**src/rtl/scope_trigger.sv**
```systemverilog
// scope_trigger: arm / trigger / capture controller feeding the 64-bit trace scope.
// It waits for a masked level or edge match on the probe bus, optionally skipping
// trig_count qualifying events, then holds o_trace_en for CAPTURE_LEN cycles. During
// that window it presents the twice-pipelined probe word, optionally stamped with a
// 16-bit cycle count since the trigger.
//
// Ports:
//   i_clk, i_rst_n        clock, asynchronous active-low reset
//   i_probe[63:0]         signals under observation
//   i_arm                 arm request pulse (also re-arms while ARMED)
//   i_force_trig          immediate trigger while ARMED
//   i_trig_mask/value     match condition: ((p1 ^ value) & mask) == 0
//   i_trig_edge           0 = level match, 1 = rising edge of match
//   i_trig_count[7:0]     qualifying events to skip before firing
//   o_trace_in[63:0]      registered word to the scope (0 outside CAPTURE)
//   o_trace_en            capture window
//   o_armed, o_done       state decodes
module scope_trigger #(
  parameter int CAPTURE_LEN = 16384,
  parameter bit TS_EN       = 1'b1
) (
  input  logic        i_clk,
  input  logic        i_rst_n,
  input  logic [63:0] i_probe,
  input  logic        i_arm,
  input  logic        i_force_trig,
  input  logic [63:0] i_trig_mask,
  input  logic [63:0] i_trig_value,
  input  logic        i_trig_edge,
  input  logic [7:0]  i_trig_count,
  output logic [63:0] o_trace_in,
  output logic        o_trace_en,
  output logic        o_armed,
  output logic        o_done
);
  localparam int LW = (CAPTURE_LEN > 1) ? $clog2(CAPTURE_LEN) : 1;

  typedef enum logic [1:0] {S_IDLE, S_ARMED, S_CAPTURE, S_DONE} state_t;

  state_t      r_state, w_state_nxt;
  logic [63:0] r_p1;
  logic [63:0] r_trace_in;
  logic        r_mprev;
  logic [7:0]  r_hits;
  logic [LW-1:0] r_len;
  logic [15:0] r_ts;

  logic        w_match, w_qev, w_fire, w_arm_take, w_cap_nxt;
  logic [15:0] w_ts_nxt;
  logic [63:0] w_word;

  assign w_match = ((r_p1 ^ i_trig_value) & i_trig_mask) == 64'd0;
  assign w_qev   = i_trig_edge ? (w_match & ~r_mprev) : w_match;
  assign w_fire  = (r_state == S_ARMED) &
                   (i_force_trig | (w_qev & (r_hits == i_trig_count)));
  // Arm is honoured from IDLE/DONE and as a re-arm in ARMED, unless firing wins.
  assign w_arm_take = i_arm & ((r_state == S_IDLE) | (r_state == S_DONE) |
                               ((r_state == S_ARMED) & ~w_fire));

  assign w_cap_nxt = (w_state_nxt == S_CAPTURE);
  assign w_ts_nxt  = (r_state == S_CAPTURE) ? r_ts + 16'd1 : 16'd0;
  // trace_in is loaded from p1 so it equals p2 on the cycle it is presented;
  // the second probe stage is folded into this register.
  assign w_word    = TS_EN ? {w_ts_nxt, r_p1[47:0]} : r_p1;

  // FSM: state register
  always_ff @(posedge i_clk or negedge i_rst_n) begin
    if (!i_rst_n) r_state <= S_IDLE;
    else          r_state <= w_state_nxt;
  end

  // FSM: next state
  always_comb begin
    w_state_nxt = r_state;
    case (r_state)
      S_IDLE:    if (i_arm)          w_state_nxt = S_ARMED;
      S_ARMED:   if (w_fire)         w_state_nxt = S_CAPTURE;
      S_CAPTURE: if (r_len == '0)    w_state_nxt = S_DONE;
      S_DONE:    if (i_arm)          w_state_nxt = S_ARMED;
      default:                       w_state_nxt = S_IDLE;
    endcase
  end

  // FSM: outputs, pure decodes of registered state
  always_comb begin
    o_trace_en = (r_state == S_CAPTURE);
    o_armed    = (r_state == S_ARMED);
    o_done     = (r_state == S_DONE);
    o_trace_in = r_trace_in;
  end

  // Datapath
  always_ff @(posedge i_clk or negedge i_rst_n) begin
    if (!i_rst_n) begin
      r_p1       <= '0;
      r_trace_in <= '0;
      r_mprev    <= 1'b0;
      r_hits     <= '0;
      r_len      <= '0;
      r_ts       <= '0;
    end else begin
      r_p1 <= i_probe;
      // Forcing mprev on arm keeps an already-true condition from looking like an edge.
      r_mprev <= w_arm_take ? 1'b1 : w_match;

      if (w_arm_take)
        r_hits <= '0;
      else if ((r_state == S_ARMED) && w_qev && !w_fire)
        r_hits <= r_hits + 8'd1;

      if (w_fire)
        r_len <= LW'(CAPTURE_LEN - 1);
      else if ((r_state == S_CAPTURE) && (r_len != '0))
        r_len <= r_len - LW'(1);

      if (w_cap_nxt) r_ts <= w_ts_nxt;

      r_trace_in <= w_cap_nxt ? w_word : 64'd0;
    end
  end

endmodule

```
**config.mk**
```make
export PLATFORM = sky130hd
export DESIGN_NAME = scope_trigger
export DESIGN_NICKNAME = d
export VERILOG_FILES = /design/src/rtl/scope_trigger.sv
export SDC_FILE = /design/constraint.sdc
export NUM_CORES = 1
export LEC_CHECK = 0
export ABC_AREA = 1
export CAP_MARGIN = 10
export CORE_UTILIZATION = 40
export DETAILED_ROUTE_END_ITERATION = 10
export PLACE_DENSITY_LB_ADDON = 0.05
export SLEW_MARGIN = 30
export SYNTH_ARGS = -nofsm -noshare
export SYNTH_HDL_FRONTEND = slang
export SYNTH_SLANG_ARGS = --single-unit
```
**constraint.sdc**
```tcl
create_clock -name i_clk -period 2.61 [get_ports i_clk]
set_clock_uncertainty 0.2 [all_clocks]
set_input_delay 0.3915 -clock i_clk [delete_from_list [all_inputs] [get_ports i_clk]]
set_output_delay 0.3915 -clock i_clk [all_outputs]
set_load 0.05 [all_outputs]
```
==> impl_metrics.py <==
metrics = {
    "routing": {
        "routed_wl_mm": 20.8,
        "drtIter0Drc": 380,
        "remaining_drc_errors": 0,
        "wire_per_inst_um": 14.2,
        "vias": 6646,
        "drt_first_pass_iters": 4,
        "via_per_inst": 4.54,
        "ant_nets": 0,
    },
    "floorplan": {
        "start_util_pct": 41.0,
        "die_w_um": 141,
        "io_pins": 272,
        "die_h_um": 141,
        "core_area_um2": 18800,
        "std_cell_rows": 50,
        "die-area_um2": 19800,
    },
    "final_layout": {
        "multi_input_area_um2": 2800,
        "area_growth_pct": 51.2,
        "nNetsFinal": 1424,
        "drive_gt1_share_pct": 9.14,
        "ff_latch_area_um2": 4230,
        "nFillCells": 1634,
        "fin_area_um2": 11600,
        "fin_util_pct": 62.0,
        "fin_cells": 1464,
    },
    "power_and_ir_drop": {
        "power.leakage_nw": 5.70,
        "ir_drop_mv": 0.421,
        "power_mw": 6.15,
        "powerDensity_nw_per_um2": 529,
    },
    "logic_synthesis": {
        "ys_types": 33,
        "async_flop_share_pct": 100,
        "ys_ff_latch": 169,
        "synthCells": 899,
        "netlist_area_um2": 7690,
        "ys_seq_area_share_pct": 55.0,
        "synth-edff-count": 0,
        "yosysWarnings": 0,
        "ys.flop_type": "dfrtp_1",
        "syn_nets": 1110,
        "avgSynthCellArea_um2": 8.56,
    },
    "global_route": {
        "antenna_found_initial": 4,
        "grt_max_degree": 61,
        "gr-total-overflow": 0,
        "grt_pass1_vias": 6584,
        "gr-usage-all-layers_pct": 22.2,
        "grt_pass1_wl_mm": 33.2,
    },
    "flow_run": {
        "drv_cap": 0,
    },
    "placed_design": {
        "gp_congestion": 0.821,
        "dp.cells": 1425,
        "dpl.hpwl_mm": 16.3,
        "placed_cell_area_um2": 10900,
        "dp_slack_ns": -0.338,
        "portBuffers": 271,
    },
    "clock_tree": {
        "clk_latency_ns": 0.43,
        "clock_path_buffers": 2,
        "root_buffer": "clkbuf_16",
        "htree_levels": 4,
        "numCtsBuffers": 17,
        "cts_tree": "built",
        "clkTransAtPathRegs_ns": 0.08,
        "cts_sinks": 169,
    },
    "setup_path": {
        "cp_max_fo": 5,
        "endpoint_kind": "output pin",
        "crit_path_start_kind": "register",
        "cp_cell_sequence": "ha_1 -> clkdlybuf4s50_1",
        "slowest_stage": "clkdlybuf4s50_1",
        "crit_required_ns": 2.02,
        "crit_type": "register to output pin",
        "slowest_delay_ns": 0.80,
        "arrival_ns": 1.84,
    },
    "timing": {
        "slew_headroom_pct": 60.6,
        "tns_ns": 0,
        "rsz0062_at_grt": "false",
        "setup-violations-final": 0,
        "maxSlewViolCount": 0,
        "fin_crit_ns": 2.44,
        "setup_ws_ns": 0.174,
        "hold_viol": 0,
        "fmax_mhz": 410,
        "hold_slack_ns": 0.188,
        "tightest_slew_ns": 0.589,
        "period_share_pct": 93.3,
    },
    "run_status": {
        "status": "complete, no violations",
    },
    "min_path": {
        "min_path_type": "input port to register",
    },
}
==> cells by family after synthesis <==
| family | Yosys count | synth area share (%) |
|---|---|---|
| simple gates | 480 | 28.7 |
| buf+inv | 170 | 8.94 |
| flops | 169 | 55.0 |
| compound gates | 46 | 3.19 |
| xor+xnor | 28 | 3.19 |
| fa+ha+maj | 6 | 0.976 |
==> repair_timing <==
| item | CTS | global route |
|---|---|---|
| hold endpoints to repair | 54 | 0 |
| resized for setup | 0 | 16 |
| hold buffers | 1 | 0 |
| setup buffers | 0 | 1 |
| endpoints found under the setup margin | 0 | 99 |
==> power breakdown <==
part	internal, mW	switching (mW)
combinational	0.436	0.398
sequential	2.71	0.0417
clock	1.37	1.20
==> routing by layer <==
metal,global-route usage [%],routed length [um],vias to the layer above
met1,26.1,8480,3014
met2,36.2,9790,215
met4,9.38,684,0
met5,0,0,-
li1,-,-,3383
met3,8.63,1830,34
==> synth_stat cells (3+ instances only) <==
| cell type | number | area (um^2) |
|---|---|---|
| clkbuf_1 | 4 | 15.0 |
| buf_2 | 6 | 30.0 |
| dfrtp_1 | 169 | 4230 |
| nand2_1 | 237 | 890 |
| nor3_1 | 6 | 30.0 |
| or2_1 | 15 | 93.8 |
| o21ai_0 | 34 | 170 |
| nand3_1 | 89 | 445 |
| or2_2 | 3 | 18.8 |
| nor2_1 | 87 | 327 |
| o211ai_1 | 3 | 22.5 |
| inv_1 | 156 | 586 |
| nand4_1 | 8 | 50.1 |
| xor2_1 | 18 | 158 |
| nor4_1 | 4 | 25.0 |
| xnor2_1 | 10 | 87.6 |
| ha_1 | 6 | 75.1 |
| nand3b_1 | 4 | 30.0 |
| nor2_4 | 20 | 225 |
| o21ai_1 | 4 | 20.0 |
==> state kept, by name, indices dropped and copies added (netlist names) <==
name        flops
o_trace_in     64
r_p1           64
r_ts           16
r_len          14
r_hits          8
r_state         2
r_mprev         1
==> area by class of cell <==
cell class / count / share of cell area (%)
Sequential cell: 169 / 36.4
Timing Repair Buffer: 308 / 26.6
Multi-Input combinational cell: 560 / 24.1
Inverter: 157 / 5.16
Clock buffer: 17 / 3.66
Tap cell: 234 / 2.52
Clock inverter: 15 / 1.50
Antenna cell: 4 / 0.0861
==> critical path: cells and delay by family (launching register included) <==
| kind | cells | cell delay, ns |
|---|---|---|
| buf+inv | 1 | 0.80 |
| flops | 1 | 0.42 |
| fa+ha+maj | 1 | 0.19 |
==> layout by cell type, fill, tap and decap left out, drive strengths merged <==
| cell | Yosys | layout |
|---|---|---|
| nor4 | 4 | 4 |
| nor2 | 110 | 110 |
| a21oi | 2 | 2 |
| or2 | 18 | 18 |
| dfrtp | 169 | 169 |
| clkdlybuf4s50 | 0 | 268 |
| dlygate4sd3 | 0 | 1 |
| xor2 | 18 | 18 |
| clkinvlp | 0 | 3 |
| o21bai | 1 | 1 |
| xnor2 | 10 | 10 |
| nand2 | 239 | 239 |
| nand3b | 4 | 4 |
| nor3 | 7 | 7 |
| a31oi | 1 | 1 |
| diode | 0 | 4 |
| inv | 157 | 165 |
| nand3 | 90 | 90 |
| bufinv | 0 | 1 |
| o311ai | 1 | 1 |
| clkbuf | 4 | 18 |
| o211ai | 3 | 3 |
| o21ai | 38 | 38 |
| buf | 9 | 38 |
| nand4 | 8 | 8 |
| clkinv | 0 | 3 |
| ha | 6 | 6 |
==> path summary, 6_finish.rpt <==
kind,from,to,slack [ns],cells past startpoint
max in group asynchronous,i_rst_n,o_trace_in[7],1.23,3
max reg2reg,r_len[0],o_trace_in[37],0.20,14
min in group asynchronous,i_rst_n,r_p1[63],0.28,2
min reg2reg,r_ts[7],r_ts[7],0.30,2
max,r_state[0],o_done,0.17,2
min,i_probe[31],r_p1[31],0.19,1
Note: power is estimated with default switching activity, not from simulation.
==> RTL edit 1 (config.mk and constraints unchanged) <==
Set the parameter `TS_EN` to 1'b0 (it was 1'b1).
--- a/src/rtl/scope_trigger.sv
+++ b/src/rtl/scope_trigger.sv
@@ -17,7 +17,7 @@
 //   o_armed, o_done       state decodes
 module scope_trigger #(
   parameter int CAPTURE_LEN = 16384,
-  parameter bit TS_EN       = 1'b1
+  parameter bit TS_EN       = 1'b0
 ) (
   input  logic        i_clk,
   input  logic        i_rst_n,
Behaviour: not the same (a bounded check fails within 4 cycles, from zero or initial values and one cycle with i_rst_n low).
==> RTL edit 1 against the original RTL <==
Design area shrank 8.9%. Global-route usage shrank 0.30 points. Setup slack gained 0.023 ns. Area after synthesis shrank 9.6%. Sequential share of layout area shrank 0.24 points. Sequential cell count shrank 16. Wire length shrank 9.8%. Hold slack gained 0.015 ns. Register-to-register slack gained 0.04 ns. Total power shrank 5.1%. Final cell count shrank 11%. Critical path type unchanged. Critical endpoint unchanged. Largest power group unchanged.
==> RTL edit 1: results <==
metrics = {
    "outcome": {
        "outcome": "finished, final reports clean",
    },
    "global_route": {
        "grtUsageTotal_pct": 21.9,
        "antenna_found_initial": 1,
        "grt_max_degree": 49,
        "use_met1_pct": 24.0,
        "grtUsageMet2_pct": 38.5,
        "grt_pass1_vias": 5901,
    },
    "routing": {
        "vias_per_cell": 4.50,
        "wl_um": 18700,
        "vias": 5835,
    },
    "floorplanning": {
        "core_mm2": 0.0168,
        "core.rowCount": 47,
    },
    "placed_design": {
        "place.gp.congestion": 0.813,
        "placed_cells": 1264,
    },
    "critical_path": {
        "r2r_start": "r_p1[2]$_DFF_PN0_",
        "crit_arrival_ns": 1.82,
        "worstReg2RegEnd": "o_trace_in[6]$_DFF_PN0_",
        "ff2ff_path_depth": 13,
        "r2r_slack_ns": 0.24,
    },
    "final_layout": {
        "fillers": 1439,
        "num-multi-input-gates": 458,
        "multi_input_area_mm2": 0.00246,
        "nonClkBufAreaFrac_pct": 27.5,
        "antennaDiodeCount": 1,
        "seq_area_share_pct": 36.1,
        "inverters": 145,
        "final_layout_size_suffix_gt1_share_pct": 12.0,
        "seq_cells": 153,
        "n_clock_buffer": 18,
    },
    "synthesis": {
        "synth_commonest_cells": "nand2_1 (193), dfrtp_1 (153), inv_1 (134), nand3_1 (85), nor3_2 (59)",
        "seq_area_frac_synth_pct": 55.0,
        "synth_xor_area_share_pct": 2.64,
        "synth_nets": 983,
        "synth_cell_types": 29,
        "ys_top_cells_by_area": "dfrtp_1 (55%), nand2_1 (10%), nor3_2 (8.5%)",
        "syn-mean-instance-area_um2": 9.00,
        "synth_compound_area_share_pct": 1.46,
    },
    "power_and_ir_drop": {
        "pg_comb_w": 0.000922,
        "cellInternalPower_w": 0.00430,
        "p_clk_w": 0.00240,
        "ir_worst_vdd_v": 0.000426,
    },
    "worst_hold_path": {
        "hold_start": "i_probe[7]",
        "hold_path_end": "r_p1[7]$_DFF_PN0_",
    },
    "timing": {
        "worstMarginPinSlew_ns": 0.577,
    },
}
RTL edit 1: cell count changes after synthesis, sizes merged, moves of 3 or more:
cell and delta:
inv -12, xnor2 -6, nor2 -58, dfrtp -16
nand2 -45, nor3 +58, a21oi +4, or2 -10
clkbuf -3, nand3 -4, o21ai -27, buf +7
nor4 -3, nand3b -4
RTL edit 1: cell families after synthesis:
family / count (synthesis)
simple gates: 413
buf+inv: 162
fa+ha+maj: 5
xor+xnor: 21
compound gates: 19
flops: 153
RTL edit 1: how the worst max path moves through the flow:
stage                                           to  slack, ns  cells past startpoint
after floorplan              r_len[13]$_DFFE_PN0P_       0.39                     10
after global placement     o_trace_in[1]$_DFF_PN0_      -0.13                     14
after detailed placement   o_trace_in[1]$_DFF_PN0_      -0.23                     14
after CTS                               o_trace_en       0.04                      3
after global routing      o_trace_in[43]$_DFF_PN0_       0.02                     13
final                                       o_done       0.20                      2
RTL edit 1: layer usage:
metal  up-vias  part of all wire (%)
li1       2967                     -
met1      2671                    38
met2       164                    52
met3        33                   7.2
met4         0                   3.0
met5         -                     0
RTL edit 1: repair_timing:
item,CTS,global route
hold buffers,1,0
setup buffers,0,0
endpoints found under the hold margin,42,0
gates resized for setup,0,2
setup endpoints to repair,0,2
RTL edit 1: metrics by stage:
step | setup TNS [ns] | cell area, µm² | utilization [%] | hold slack, ns | setup slack (ns)
final | 0 | 10600 | 63.2 | 0.203 | 0.197
after global routing | 0 | 10600 | 63.2 | 0.171 | 0.0153
after CTS | 0 | 10600 | 63.2 | 0.183 | 0.0444
after detailed placement | -13.08 | 10000 | 59.7 | 0.168 | -0.235
after global placement | -7.46 | 10000 | 59.7 | 0.167 | -0.126
after floorplan | 0 | 6960 | - | -0.104 | 0.388
==> RTL edit 2 (same settings) <==
Without the edit above. Register the input `i_probe` before use, cleared by the reset. The logic sees it one clock later. The other inputs are not delayed to match.
--- a/src/rtl/scope_trigger.sv
+++ b/src/rtl/scope_trigger.sv
@@ -36,6 +36,16 @@
   localparam int LW = (CAPTURE_LEN > 1) ? $clog2(CAPTURE_LEN) : 1;
 
   typedef enum logic [1:0] {S_IDLE, S_ARMED, S_CAPTURE, S_DONE} state_t;
+
+  logic [63:0] i_probe_q;
+
+  always_ff @(posedge i_clk or negedge i_rst_n) begin
+    if (!i_rst_n) begin
+      i_probe_q <= '0;
+    end else begin
+      i_probe_q <= i_probe;
+    end
+  end
 
   state_t      r_state, w_state_nxt;
   logic [63:0] r_p1;
@@ -99,7 +109,7 @@
       r_len      <= '0;
       r_ts       <= '0;
     end else begin
-      r_p1 <= i_probe;
+      r_p1 <= i_probe_q;
       // Forcing mprev on arm keeps an already-true condition from looking like an edge.
       r_mprev <= w_arm_take ? 1'b1 : w_match;
 
Behaviour: not the same (Yosys sat finds a counterexample within 4 cycles, from zero or initial values and one cycle with i_rst_n low).
==> RTL edit 2 against the original RTL <==
Area after synthesis is 21% higher. Register-to-register slack lost 0.06 ns. Total power up 35%. Sequential share of layout area increased by 6.3 points. Wire length increased by 13%. Count of clock-buffer cells in the layout up 22. Setup slack got worse by 0.13 ns. Sequential cell count grew 64. Combinational power up 7.1%. Sequential power increased by 39%. Design area rose by 17%. Largest cell class unchanged. Highest routed layer unchanged.
==> RTL edit 2: results <==
metrics = {
    "global_route": {
        "met3_usage_pct": 5.32,
        "antenna_found_initial": 2,
    },
    "final_layout": {
        "inverters": 177,
        "final_layout_size_suffix_gt1_share_pct": 10.8,
        "regArea_mm2": 0.00583,
        "num-multi-input-gates": 561,
        "n_clock_buffer": 39,
        "nets": 1513,
        "antennaDiodeCount": 2,
    },
    "cts": {
        "cts_buffers": 27,
        "clkSlewWorstSetupHoldPaths_ns": 0.06,
    },
    "synthesis": {
        "synth_commonest_cells": "nand2_1 (248), dfrtp_1 (233), inv_1 (153), nand3_1 (92), nor2_1 (91)",
        "netlist_instances": 985,
        "synth_compound_area_share_pct": 2.51,
        "ys_top_cells_by_area": "dfrtp_1 (62%), nand2_1 (10%), inv_1 (6.2%)",
        "synth_adder_area_share_pct": 0.804,
        "synth_xor_area_share_pct": 2.25,
        "netlist_area_mm2": 0.00933,
    },
    "power_and_ir_drop": {
        "swShare_pct": 23.2,
        "sequentialPower_w": 0.00381,
        "pg_comb_w": 0.000893,
    },
    "placed_design": {
        "dpl_cell_area_mm2": 0.0126,
    },
    "outcome": {
        "outcome": "finished, final reports clean",
    },
    "critical_path": {
        "cp_slowest_stage_delay_ns": 0.82,
        "crit_arrival_ns": 1.97,
    },
    "routing": {
        "wirelength_met1_um": 10100,
        "wl_per_cell_um": 14.4,
    },
}
-- RTL edit 2: repair_timing --
action / 4_1_cts / 5_1_grt
hold endpoints to repair: 57 / 0
cloned: 0 / 5
endpoints found under the setup margin: 63 / 95
hold buffers: 1 / 0
gates resized for setup: 3 / 35
pin swaps: 0 / 9
setup buffers: 0 / 3
-- RTL edit 2: final timing paths --
kind,start,end,depth (start not counted),slack (ns)
max,r_state[0]$_DFF_PN0_,o_done,2,0.04
min,i_probe[30],i_probe_q[30]$_DFF_PN0_,1,0.10
max reg2reg,r_p1[2]$_DFF_PN0_,o_trace_in[16]$_DFF_PN0_,15,0.14
min reg2reg,i_probe_q[3]$_DFF_PN0_,r_p1[3]$_DFF_PN0_,0,0.14
max in group asynchronous,i_rst_n,i_probe_q[1]$_DFF_PN0_,3,1.27
min in group asynchronous,i_rst_n,r_p1[63]$_DFF_PN0_,2,0.19
